### src/rtl/uart_status_reporter_if.sv
`default_nettype none
// ============================================================================
// Module      : uart_status_reporter_if
// Description : Byte-enable handshake between the status reporter and the
//               uart_tx instance.
//               master (reporter) : drives tx_data_o / tx_enable_o,
//                                   observes tx_busy_i
//               slave  (uart_tx)  : observes data/enable, drives tx_busy_i
// Revision    : 1.0 - initial release
// ============================================================================
interface uart_status_reporter_if;
    logic [7:0] tx_data_o;     // byte to transmit
    logic       tx_enable_o;   // one-cycle transmit strobe
    logic       tx_busy_i;     // transmitter busy flag

    modport master (
        output tx_data_o,
        output tx_enable_o,
        input  tx_busy_i
    );

    modport slave (
        input  tx_data_o,
        input  tx_enable_o,
        output tx_busy_i
    );
endinterface
`default_nettype wire

### src/rtl/uart_status_reporter.sv
`default_nettype none
// ============================================================================
// Module      : uart_status_reporter
// Description : Transmit side of the glitcher UART path. On a read-back
//               request it sends an 11-byte status packet:
//                 'S', delay hi/lo, width, num_pulses, spacing hi/lo,
//                 reset_len hi/lo, {7'b0,armed}, XOR of bytes 1..9.
//               On sequence completion it sends the single byte 'D'.
//               Requests are latched in pending flags so pulses arriving
//               during a transfer coalesce into one follow-up message.
// Ports       : clk, rst_n (sync, active-low)
//               report_req_i, done_i   - request pulses
//               armed_i, delay_i, width_i, num_pulses_i, pulse_spacing_i,
//               reset_length_i         - live configuration
//               tx_if (master)         - uart_tx byte handshake
//               busy_o                 - high whenever not idle
// Revision    : 1.0 - initial release
// ============================================================================
module uart_status_reporter (
    input  wire logic                  clk,
    input  wire logic                  rst_n,
    input  wire logic                  report_req_i,
    input  wire logic                  done_i,
    input  wire logic                  armed_i,
    input  wire logic [15:0]           delay_i,
    input  wire logic [7:0]            width_i,
    input  wire logic [7:0]            num_pulses_i,
    input  wire logic [15:0]           pulse_spacing_i,
    input  wire logic [15:0]           reset_length_i,
    uart_status_reporter_if.master     tx_if,
    output      logic                  busy_o
);

    localparam logic [2:0] c_ST_IDLE      = 3'd0;
    localparam logic [2:0] c_ST_LOAD      = 3'd1;
    localparam logic [2:0] c_ST_SEND      = 3'd2;
    localparam logic [2:0] c_ST_WAIT_ACK  = 3'd3;
    localparam logic [2:0] c_ST_WAIT_DONE = 3'd4;

    localparam logic [7:0] c_HEADER_BYTE  = 8'h53;   // 'S'
    localparam logic [7:0] c_DONE_BYTE    = 8'h44;   // 'D'
    localparam logic [3:0] c_STATUS_LAST  = 4'd10;   // index of checksum byte

    logic [2:0]  r_state;
    logic        r_mode_status;     // 1: status packet, 0: done notification
    logic [3:0]  r_idx;
    logic        r_report_pending;
    logic        r_done_pending;

    // Snapshot of the configuration taken in LOAD
    logic [15:0] r_delay;
    logic [7:0]  r_width;
    logic [7:0]  r_num_pulses;
    logic [15:0] r_spacing;
    logic [15:0] r_reset_len;
    logic        r_armed;
    logic [7:0]  r_checksum;

    logic [7:0]  r_tx_data;
    logic        r_tx_enable;

    logic        w_start_status;
    logic        w_start_done;
    logic        w_last_byte;
    logic [7:0]  w_checksum;
    logic [7:0]  w_pkt_byte;

    // Status wins when both flags are pending
    assign w_start_status = (r_state == c_ST_IDLE) && r_report_pending;
    assign w_start_done   = (r_state == c_ST_IDLE) && !r_report_pending && r_done_pending;

    // The done notification is one byte long, so its only index is also its last
    assign w_last_byte = r_mode_status ? (r_idx == c_STATUS_LAST) : 1'b1;

    // Checksum over the live inputs; captured together with the snapshot
    assign w_checksum = delay_i[15:8] ^ delay_i[7:0] ^ width_i ^ num_pulses_i
                      ^ pulse_spacing_i[15:8] ^ pulse_spacing_i[7:0]
                      ^ reset_length_i[15:8] ^ reset_length_i[7:0]
                      ^ {7'b0, armed_i};

    always_comb begin
        w_pkt_byte = 8'h00;
        if (!r_mode_status) begin
            w_pkt_byte = c_DONE_BYTE;
        end else begin
            case (r_idx)
                4'd0:    w_pkt_byte = c_HEADER_BYTE;
                4'd1:    w_pkt_byte = r_delay[15:8];
                4'd2:    w_pkt_byte = r_delay[7:0];
                4'd3:    w_pkt_byte = r_width;
                4'd4:    w_pkt_byte = r_num_pulses;
                4'd5:    w_pkt_byte = r_spacing[15:8];
                4'd6:    w_pkt_byte = r_spacing[7:0];
                4'd7:    w_pkt_byte = r_reset_len[15:8];
                4'd8:    w_pkt_byte = r_reset_len[7:0];
                4'd9:    w_pkt_byte = {7'b0, r_armed};
                4'd10:   w_pkt_byte = r_checksum;
                default: w_pkt_byte = 8'h00;
            endcase
        end
    end

    // Pending flags: a pulse in the same cycle as the clear keeps the flag set
    always_ff @(posedge clk) begin
        if (!rst_n) begin
            r_report_pending <= 1'b0;
            r_done_pending   <= 1'b0;
        end else begin
            r_report_pending <= report_req_i | (r_report_pending & ~w_start_status);
            r_done_pending   <= done_i       | (r_done_pending   & ~w_start_done);
        end
    end

    always_ff @(posedge clk) begin
        if (!rst_n) begin
            r_state       <= c_ST_IDLE;
            r_mode_status <= 1'b0;
            r_idx         <= 4'd0;
            r_delay       <= 16'h0000;
            r_width       <= 8'h00;
            r_num_pulses  <= 8'h00;
            r_spacing     <= 16'h0000;
            r_reset_len   <= 16'h0000;
            r_armed       <= 1'b0;
            r_checksum    <= 8'h00;
            r_tx_data     <= 8'h00;
            r_tx_enable   <= 1'b0;
        end else begin
            r_tx_enable <= 1'b0;
            case (r_state)
                c_ST_IDLE: begin
                    if (w_start_status) begin
                        r_mode_status <= 1'b1;
                        r_state       <= c_ST_LOAD;
                    end else if (w_start_done) begin
                        r_mode_status <= 1'b0;
                        r_state       <= c_ST_LOAD;
                    end
                end
                c_ST_LOAD: begin
                    if (r_mode_status) begin
                        r_delay      <= delay_i;
                        r_width      <= width_i;
                        r_num_pulses <= num_pulses_i;
                        r_spacing    <= pulse_spacing_i;
                        r_reset_len  <= reset_length_i;
                        r_armed      <= armed_i;
                        r_checksum   <= w_checksum;
                    end
                    r_idx   <= 4'd0;
                    r_state <= c_ST_SEND;
                end
                c_ST_SEND: begin
                    if (!tx_if.tx_busy_i) begin
                        r_tx_enable <= 1'b1;
                        r_tx_data   <= w_pkt_byte;
                        r_state     <= c_ST_WAIT_ACK;
                    end
                end
                c_ST_WAIT_ACK: begin
                    if (tx_if.tx_busy_i) begin
                        r_state <= c_ST_WAIT_DONE;
                    end
                end
                c_ST_WAIT_DONE: begin
                    if (!tx_if.tx_busy_i) begin
                        if (w_last_byte) begin
                            r_state <= c_ST_IDLE;
                        end else begin
                            r_idx   <= r_idx + 4'd1;
                            r_state <= c_ST_SEND;
                        end
                    end
                end
                default: r_state <= c_ST_IDLE;
            endcase
        end
    end

    assign tx_if.tx_data_o   = r_tx_data;
    assign tx_if.tx_enable_o = r_tx_enable;
    assign busy_o            = (r_state != c_ST_IDLE);

endmodule
`default_nettype wire

### src/flat_wrapper.sv
// flat-port wrapper written by rule: the top's interface ports become plain ports
module uart_status_reporter_flat 
  (clk, rst_n, report_req_i, done_i, armed_i, delay_i, width_i, num_pulses_i, pulse_spacing_i, reset_length_i, busy_o, tx_if_tx_data_o, tx_if_tx_enable_o, tx_if_tx_busy_i);
  uart_status_reporter_if tx_if_i ();
  input  wire logic clk;
  input  wire logic rst_n;
  input  wire logic report_req_i;
  input  wire logic done_i;
  input  wire logic armed_i;
  input  wire logic [15:0] delay_i;
  input  wire logic [7:0] width_i;
  input  wire logic [7:0] num_pulses_i;
  input  wire logic [15:0] pulse_spacing_i;
  input  wire logic [15:0] reset_length_i;
  output      logic busy_o;
  output wire logic [$bits(tx_if_i.tx_data_o)-1:0] tx_if_tx_data_o;
  output wire logic [$bits(tx_if_i.tx_enable_o)-1:0] tx_if_tx_enable_o;
  input wire logic [$bits(tx_if_i.tx_busy_i)-1:0] tx_if_tx_busy_i;
  assign tx_if_tx_data_o = tx_if_i.tx_data_o;
  assign tx_if_tx_enable_o = tx_if_i.tx_enable_o;
  assign tx_if_i.tx_busy_i = tx_if_tx_busy_i;
  uart_status_reporter u_core (.clk(clk), .rst_n(rst_n), .report_req_i(report_req_i), .done_i(done_i), .armed_i(armed_i), .delay_i(delay_i), .width_i(width_i), .num_pulses_i(num_pulses_i), .pulse_spacing_i(pulse_spacing_i), .reset_length_i(reset_length_i), .tx_if(tx_if_i), .busy_o(busy_o));
endmodule
### config.mk
export PLATFORM = sky130hd
export DESIGN_NAME = uart_status_reporter_flat
export DESIGN_NICKNAME = d
export VERILOG_FILES = /design/src/rtl/uart_status_reporter_if.sv /design/src/rtl/uart_status_reporter.sv /design/src/flat_wrapper.sv
export SDC_FILE = /design/constraint.sdc
export NUM_CORES = 1
export LEC_CHECK = 0
export CORE_ASPECT_RATIO = 1.2
export CORE_MARGIN = 3
export CORE_UTILIZATION = 49
export CTS_BUF_LIST = sky130_fd_sc_hd__clkbuf_2
export DETAILED_ROUTE_END_ITERATION = 8
export PLACE_DENSITY = 0.78
export SLEW_MARGIN = 10
export SYNTH_ARGS = -nofsm -noshare
export SYNTH_HDL_FRONTEND = slang
export SYNTH_SLANG_ARGS = --single-unit
export TNS_END_PERCENT = 50
### constraint.sdc
create_clock -name clk -period 1.7 [get_ports clk]
set_input_delay 0.255 -clock clk [delete_from_list [all_inputs] [get_ports clk]]
set_output_delay 0.255 -clock clk [all_outputs]
set_load 0.02 [all_outputs]
Word level (Yosys, flattened, before mapping)
Index checks and enable logic that the tools add are counted.
Word-level totals
  latch bits: 0
  input port bits: 70
  register bits: 92
  memories: 0
  output and inout port bits: 10
  RAM bits: 0
  memory bits (read-only): 0
  word-level logic and storage cells: 80
Cells by class
  div/mod/pow operators: 0
  bitwise operators: 15
  equal/unequal tests: 19
  multiplexer cells: 16
  reduce and logical (&&, ||, !) cells: 15
  multipliers: 0
  order comparisons: 0
  add/sub/neg operators: 1
  shift operators: 0
Operators by type and width (count)
  one-hot mux 8 bit (11 select lines): 1
  bitwise XOR 8 bit: 7
  equality test 4 x 3 -> 1 bit, second input constant: 4
  2-to-1 mux 3 bit: 5
  one-hot mux 3 bit (5 select lines): 1
  equality test 4 bit, second input constant: 3
  equality test 4 x 2 -> 1 bit, second input constant: 2
  2-to-1 mux 4 bit: 2
  2-to-1 mux 8 bit: 1
  inequality test 2 bit, second input constant: 4
  one-hot mux 4 bit (2 select lines): 1
  AND reduction 2 bit: 4
  bitwise XOR 8 x 1 -> 8 bit: 1
  equality test 3 x 2 -> 1 bit, second input constant: 2
  adder 4 x 1 -> 4 bit, second input constant: 1
  equality test 4 x 1 -> 1 bit, second input constant: 1
  zero test 4 bit: 1
  2-to-1 mux 1 bit: 4
  AND reduction 4 bit: 1
  nonzero test 2 bit: 2
  equality test 3 x 1 -> 1 bit, second input constant: 1
  equality test 3 bit, second input constant: 1
  logical AND 1 bit: 3
  zero test 3 bit: 1
  8 further kinds: 12

Longest topological paths before layout
  depth after elaboration: 8
  gate-level depth with buffers: 9
  gate-level depth less buffers: 7

Worst setup path before layout
No wires, ideal clock.
  path kind: reg-to-reg
  start: reg u_core.r_idx[0]
  end: reg u_core.r_idx[1]
  library setup time: 70 ps
  period minus slack after synthesis: 1740 ps
  stages on the path, launching flop included: 8
  path slack: -40 ps
  data arrival time: 1670 ps
  data required time: 1630 ps
  cell sequence: dfxtp_1 > inv_1 > ha_1 > buf_2 > nand3b_1 > a41oi_2 > or4b_1 > a21boi_1
Between the ends
  cells in the longest elaborated chain, start to end: 4
  elaborated cells on any way between the ends: 8
Ends and longest elaborated chain
  start, declared: line uart_status_reporter.sv:46  | logic [3:0] r_idx;
  start signal, assigned: line uart_status_reporter.sv:170  | r_idx <= r_idx + 4'd1;
  adder 4 x 1 -> 4 bit or equality test 4 bit (tied branches): line uart_status_reporter.sv:170, uart_status_reporter.sv:73
  2-to-1 mux 4 bit or 2-to-1 mux 1 bit (tied branches): line uart_status_reporter.sv:167, uart_status_reporter.sv:73
  2-to-1 mux 4 bit or inequality test 2 bit (tied branches)
  one-hot mux 4 bit (2 select lines) or AND reduction 3 bit (tied branches)
Parallel ways exist; a longest one is shown, timed or not. The select of a mux whose other input is x is not followed.
A chain may end at the register's enable or synchronous reset.

Worst setup path in the final report
  start: reg u_core.r_idx[0]
  end: reg u_core.r_tx_data[1] (netlist: u_core.tx_if.tx_data_o[1])
Between the ends
  cells in the longest elaborated chain, start to end: 3
  elaborated cells on any way between the ends: 13
Ends and longest elaborated chain
  equality test 4 bit, or another cell as far along: line uart_status_reporter.sv:86  | case (r_idx)
  one-hot mux 8 bit (11 select lines) (*): line uart_status_reporter.sv:86
  2-to-1 mux 8 bit (*): line uart_status_reporter.sv:83  | if (!r_mode_status) begin
  end signal, assigned: line uart_status_reporter.sv:156  | r_tx_data <= w_pkt_byte;
  end, declared: line uart_status_reporter.sv:59  | logic [7:0] r_tx_data;
Every way passes the cells marked *; elsewhere a longest branch is shown, timed or not.

==> summary.txt <==
Placement
  • Post-placement cell count: 748
  • Gpl congestion: 0.884
  • Dpl ws: -0.278 ns
  • Placed inst area: 5630 sq um
  • Port bufs: 79
  • DP HPWL: 9.09 mm

Pwr
  • P_sw: 1110 uW
  • Clk pwr share: 25.8%
  • Leakage Power: 0.00218 uW
  • Gate power share: 19.0%
  • Flop pwr share: 55.2%
  • Int Pwr: 2970 uW
  • Max IR drop VDD: 0.321 mV
  • Power Density: 676 nW/um^2
  • Sw frac: 27.2%

Timing
  • Final cycle utilization of the critical path: 106%
  • Slew HR: 73.6%
  • RSZ-0062 raised after global routing: true
  • Final critical-path required period: 1.79 ns
  • Fmax: 0.557 GHz
  • Final hold violation count: 0
  • Slew Limit Fails: 0
  • Clk_skew: 0.0237 ns
  • Setup TNS Final: -0.122 ns
  • Fin worst setup slack: -0.0946 ns
  • Final setup violation count: 4
  • Measured slew at the worst slew-check pin: 0.394 ns

Clocking
  • CTS hold repair buffers: 0
  • Root Driver: clkbuf_2
  • CTS tree: built
  • CTS sink count: 92
  • CTS max path bufs: 2
  • CTS Buf Count: 9
  • Clock-pin slew on the worst setup and hold paths: 0.24 ns
  • H-tree levels: 3
  • Worst-Skew Late Latency: 0.57 ns

Yosys
  • Avg Inst Size Synth: 8.24 sq um
  • XOR/XNOR Fraction of Synth Area: 11.4%
  • Cells after Synth: 555
  • Compound-Gate Fraction of Synth Area: 23.7%
  • Largest cells by area after synthesis: dfxtp_1 40%, nand2_1 13%, xnor2_1 11%
  • Simple-gate area share of the yosys netlist: 18.8%
  • Top-area cell type share of the netlist area: 40.3%
  • Mux contribution to synthesized area: 0.219%
  • Flop and latch count out of synthesis: 92
  • Synthesis Warnings: 0
  • Distinct cells, synth: 43
  • Cell taking the most area after synthesis: dfxtp_1
  • Largest family of logic cells by synthesized area: compound AO/OA/AOI/OAI gates
  • Register area share after synthesis: 40.3%
  • Mapped cell area: 4580 sq um
  • Synth Area in Adders: 1.09%
  • Mapped Nets: 629

Routing
  • First DRT Iteration DRCs: 254
  • Routed wire length: 13.0 mm
  • Via count: 4370
  • DR vias/cell: 5.62
  • DRC violations left: 0
  • Pre-antenna DRT Iters: 5
  • Avg WL per Cell: 16.7 um
  • DRT antenna net count: 0

Floorplanning
  • Die X: 94.2 um
  • Starting Density: 50.4%
  • # IOs: 80
  • Die Ht: 112 um
  • Core box area: 9080 sq um
  • Die area: 10500 sq um
  • # rows: 38

Cells and area
  • Area growth, synth to finish: 32.2%
  • Layout Nets: 726
  • Final core utilization: 66.6%
  • Layout cell share with drive strength beyond 1: 14.2%
  • Fill count: 759
  • N_diodes: 0
  • Final Non-Filler Cells: 777
  • Fin area: 6050 sq um
  • Most frequent cells in the layout: 162 x nand2_1, 88 x dfxtp_1, 68 x clkdlybuf4s50_1, 56 x a21boi_0, 56 x xnor2_1
  • Commonest non-fill, non-tap cell in the layout: nand2_1

Global route
  • Total track usage: 24.2%
  • Largest net degree at the start of global routing: 43
  • GR Util met2: 43.0%
  • Total gr overflow: 0
  • Met3 Resource Use GR: 3.51%
  • Met1 usage: 28.4%
  • First-pass GRT wire length: 20.1 mm
  • Initial antenna violation count: 0
  • Number of global-route vias before repair: 4119
  • GRT Max-Usage Layer: met2

Critical path
  • CP Data Required Time: 2.19 ns
  • Critical Path Sink Type: flip-flop
  • Crit path DAT: 2.29 ns
  • Crit-path max FO: 8
  • R2R Setup Slk: -0.09 ns
  • Crit path launch type: flip-flop
  • Kind of critical path: reg -> reg

Run status
  • Violated checks: setup timing
  • Status: finished with violations

Min path
  • Hold WC Path Type: in -> reg

Run
  • # Max-Cap Violations: 0
-- worst paths after layout --
check / endpoint / cells after the start / startpoint
min reg2reg: u_core.tx_if.tx_data_o[5] / 2 / u_core.tx_if.tx_data_o[5]
min: u_core.r_state[0] / 3 / rst_n
max reg2reg: u_core.tx_if.tx_data_o[1] / 8 / u_core.r_idx[0]
max: u_core.tx_if.tx_data_o[1] / 8 / u_core.r_idx[0]
-- cells in the mapped netlist, drive strengths merged --
cell and instances:
o21a 5, nor3 6, nand3b 1, and3 1
nand2b 4, inv 4, xor2 1, and3b 2
ha 4, a222oi 1, nand3 7, a32oi 3
and2 3, nor4 1, nor2b 4, o211ai 1
mux2i 1, or3 1, xnor3 1, o22ai 3
a31oi 6, nor2 11, a21o 1, a22o 2
and2b 1, a21boi 67, nand2 164, o21ai 15
xnor2 56, a41oi 1, a21oi 12, nor3b 1
or4b 1, o211a 7, dfxtp 92, a221oi 7
clkbuf 16, a22oi 17, buf 23, a2111oi 1
-- flip-flops by register name (all words and copies together) (netlist names), 3 cells and up --
| signal | count |
|---|---|
| u_core.r_reset_len | 16 |
| u_core.r_spacing | 16 |
| u_core.r_width | 8 |
| u_core.tx_if.tx_data_o | 8 |
| u_core.r_delay | 16 |
| u_core.r_checksum | 8 |
| u_core.r_num_pulses | 8 |
| u_core.r_state | 3 |
| u_core.r_idx | 4 |
-- power groups by stage --
stage          clock network, uW  logic (uW)  registers (uW)
4_1_cts                     1070         758            2260
3_5_place_dp                   0         759            2300
5_1_grt                     1160         831            2260
2_1_floorplan                  0         411            2290
3_3_place_gp                   0         744            2300
6_report                    1050         776            2260
-- through the flow --
step                hold WS [ns]  power [uW]
floorplan                  0.371        2700
global placement           0.443        3040
detailed placement         0.450        3060
CTS                       0.0215        4090
global route              0.0260        4260
finish                    0.0476        4090
-- critical path, cell delays in order, from the launching register on --
cell and delay (ns):
dfxtp_4 0.43, inv_4 0.05, ha_4 0.20, buf_8 0.14, buf_4 0.13, a221oi_2 0.20, nand2_1 0.11, a221oi_2 0.34
o21ai_1 0.11
-- metal layers --
layer  routed length [um]  up-vias
li1                     -     2083
met1                 4970     2094
met3                  592       41
met5                    0        -
met2                 6900      152
met4                  523        0
-- what timing repair did --
action | CTS | global route
setup endpoints to repair | 22 | 29
cloned | 0 | 3
setup buffers | 2 | 8
pin swaps | 2 | 21
gates resized for setup | 34 | 32
-- area by class of cell --
class / instances / area, sq um / share of cell area, %
Clock buffer: 10 / 50.0 / 0.828
Clock inverter: 6 / 55.1 / 0.910
Inverter: 4 / 17.5 / 0.290
Multi-Input combinational cell: 420 / 2670 / 44.2
Sequential cell: 92 / 1850 / 30.7
Tap cell: 120 / 150 / 2.48
Timing Repair Buffer: 125 / 1250 / 20.6
-- cell families (layout without fill, tap and decap cells) --
| family | count (synthesis) | in the layout |
|---|---|---|
| adder cells (fa/ha/maj) | 4 | 4 |
| multiplexers | 1 | 1 |
| buffers and inverters | 43 | 145 |
| flip-flops | 92 | 92 |
| AO/OA/AOI/OAI | 149 | 149 |
| XOR/XNOR | 58 | 58 |
| AND/OR/NAND/NOR | 208 | 208 |
(Power assumes the default switching activity.)
==> RTL change, RTL diff (same settings) <==
Reset style: asynchronous (`rst_n`), changed in 2 clocked blocks.
--- a/src/rtl/uart_status_reporter.sv
+++ b/src/rtl/uart_status_reporter.sv
@@ -103,3 +103,3 @@
     // Pending flags: a pulse in the same cycle as the clear keeps the flag set
-    always_ff @(posedge clk) begin
+    always_ff @(posedge clk or negedge rst_n) begin
         if (!rst_n) begin
@@ -113,3 +113,3 @@
 
-    always_ff @(posedge clk) begin
+    always_ff @(posedge clk or negedge rst_n) begin
         if (!rst_n) begin
Function: differs if rst_n is asserted again (counterexample within 4 cycles, from zero or initial values and one cycle with rst_n low); with rst_n held inactive, the same outputs for 10 cycles.
==> RTL change against the unedited design <==
- routed wire length fell by 5.1%
- sequential cell count stayed put
- cell area up 8.4%
- area after synthesis up 2.5%
- worst setup slack worse by 0.036 ns
- the flow still finishes with violations (setup timing)
- critical endpoint is now u_core.tx_if.tx_data_o[0]$_DFFE_PN0P_
Power is not compared: it rests on default switching activity, and its combinational part moved more than twofold at a synthesized area within 25%.
==> RTL change: results <==
metrics = {
    "setup_path": {
        "cp.arrival_ns": 2.31,
        "r2r-start": "u_core.r_idx[1]$_DFFE_PN0P_",
        "r2r-end": "u_core.tx_if.tx_data_o[0]$_DFFE_PN0P_",
        "crit_fanout": 5,
    },
    "logic_synthesis": {
        "synth_common_cells": "92 x dfrtp_1, 69 x mux2_2, 55 x xnor2_1",
        "muxShareOfSynthArea": 0.168,
        "synth_xor_area_frac": 0.106,
        "synthAdderAreaFrac": 0.0133,
        "syn_inst": 392,
    },
    "route": {
        "met3WireLength_um": 733,
        "first_iter_violations": 302,
        "met1_length_um": 4970,
        "drt-total-wl_um": 12300,
    },
    "floorplanning": {
        "design.core.area_um2": 9180,
    },
    "placement": {
        "dp_hpwl_um": 8190,
        "place_area_um2": 5860,
    },
    "finish": {
        "drive_gt1_frac": 0.324,
        "final_cells": 646,
    },
    "timing": {
        "max_slew_margin": 0.657,
        "fin_skew_ns": 0.0291,
        "setup_ws_ns": -0.131,
        "setup_violations": 30,
    },
    "global_routing": {
        "grt_use_met3": 0.0366,
        "grt.total_usage": 0.217,
        "use_met2": 0.358,
    },
    "run_status": {
        "violations": "setup timing",
        "outcome": "complete, but fails checks",
    },
}
[RTL change: cell count changes after synthesis, sizes merged, moves of 10 or more]
cell	delta
nand2	-149
a21oi	+10
mux2	+69
dfrtp	+92
dfxtp	-92
clkbuf	-10
a21boi	-67
[RTL change: what timing repair did]
item,in CTS,in global routing
endpoints found under the hold margin,92,0
resized for setup,47,61
endpoints found under the setup margin,42,67
hold buffers,1,0
pin swaps,18,4
gates cloned,0,5
setup buffers,7,6
[RTL change: kinds of logic after synthesis]
family | count (synthesis)
compound gates | 84
mux | 70
flops | 92
simple gates | 52
fa+ha+maj | 5
xor+xnor | 57
buf+inv | 32
[RTL change: area by class of cell]
class,count,area (um^2)
fillers,586,2620
multi-input cells,268,2530
flip-flops and latches,92,2310
repair buffers,140,1410
well taps,120,150
clock inverters,6,63.8
clock buffers,10,50.0
inverters,9,38.8
diodes,1,2.50
[RTL change: tightest hold or removal path, cell delays in order]
cell and delay [ns]:
dlygate4sd3_1 0.53, buf_4 0.11, buf_12 0.35
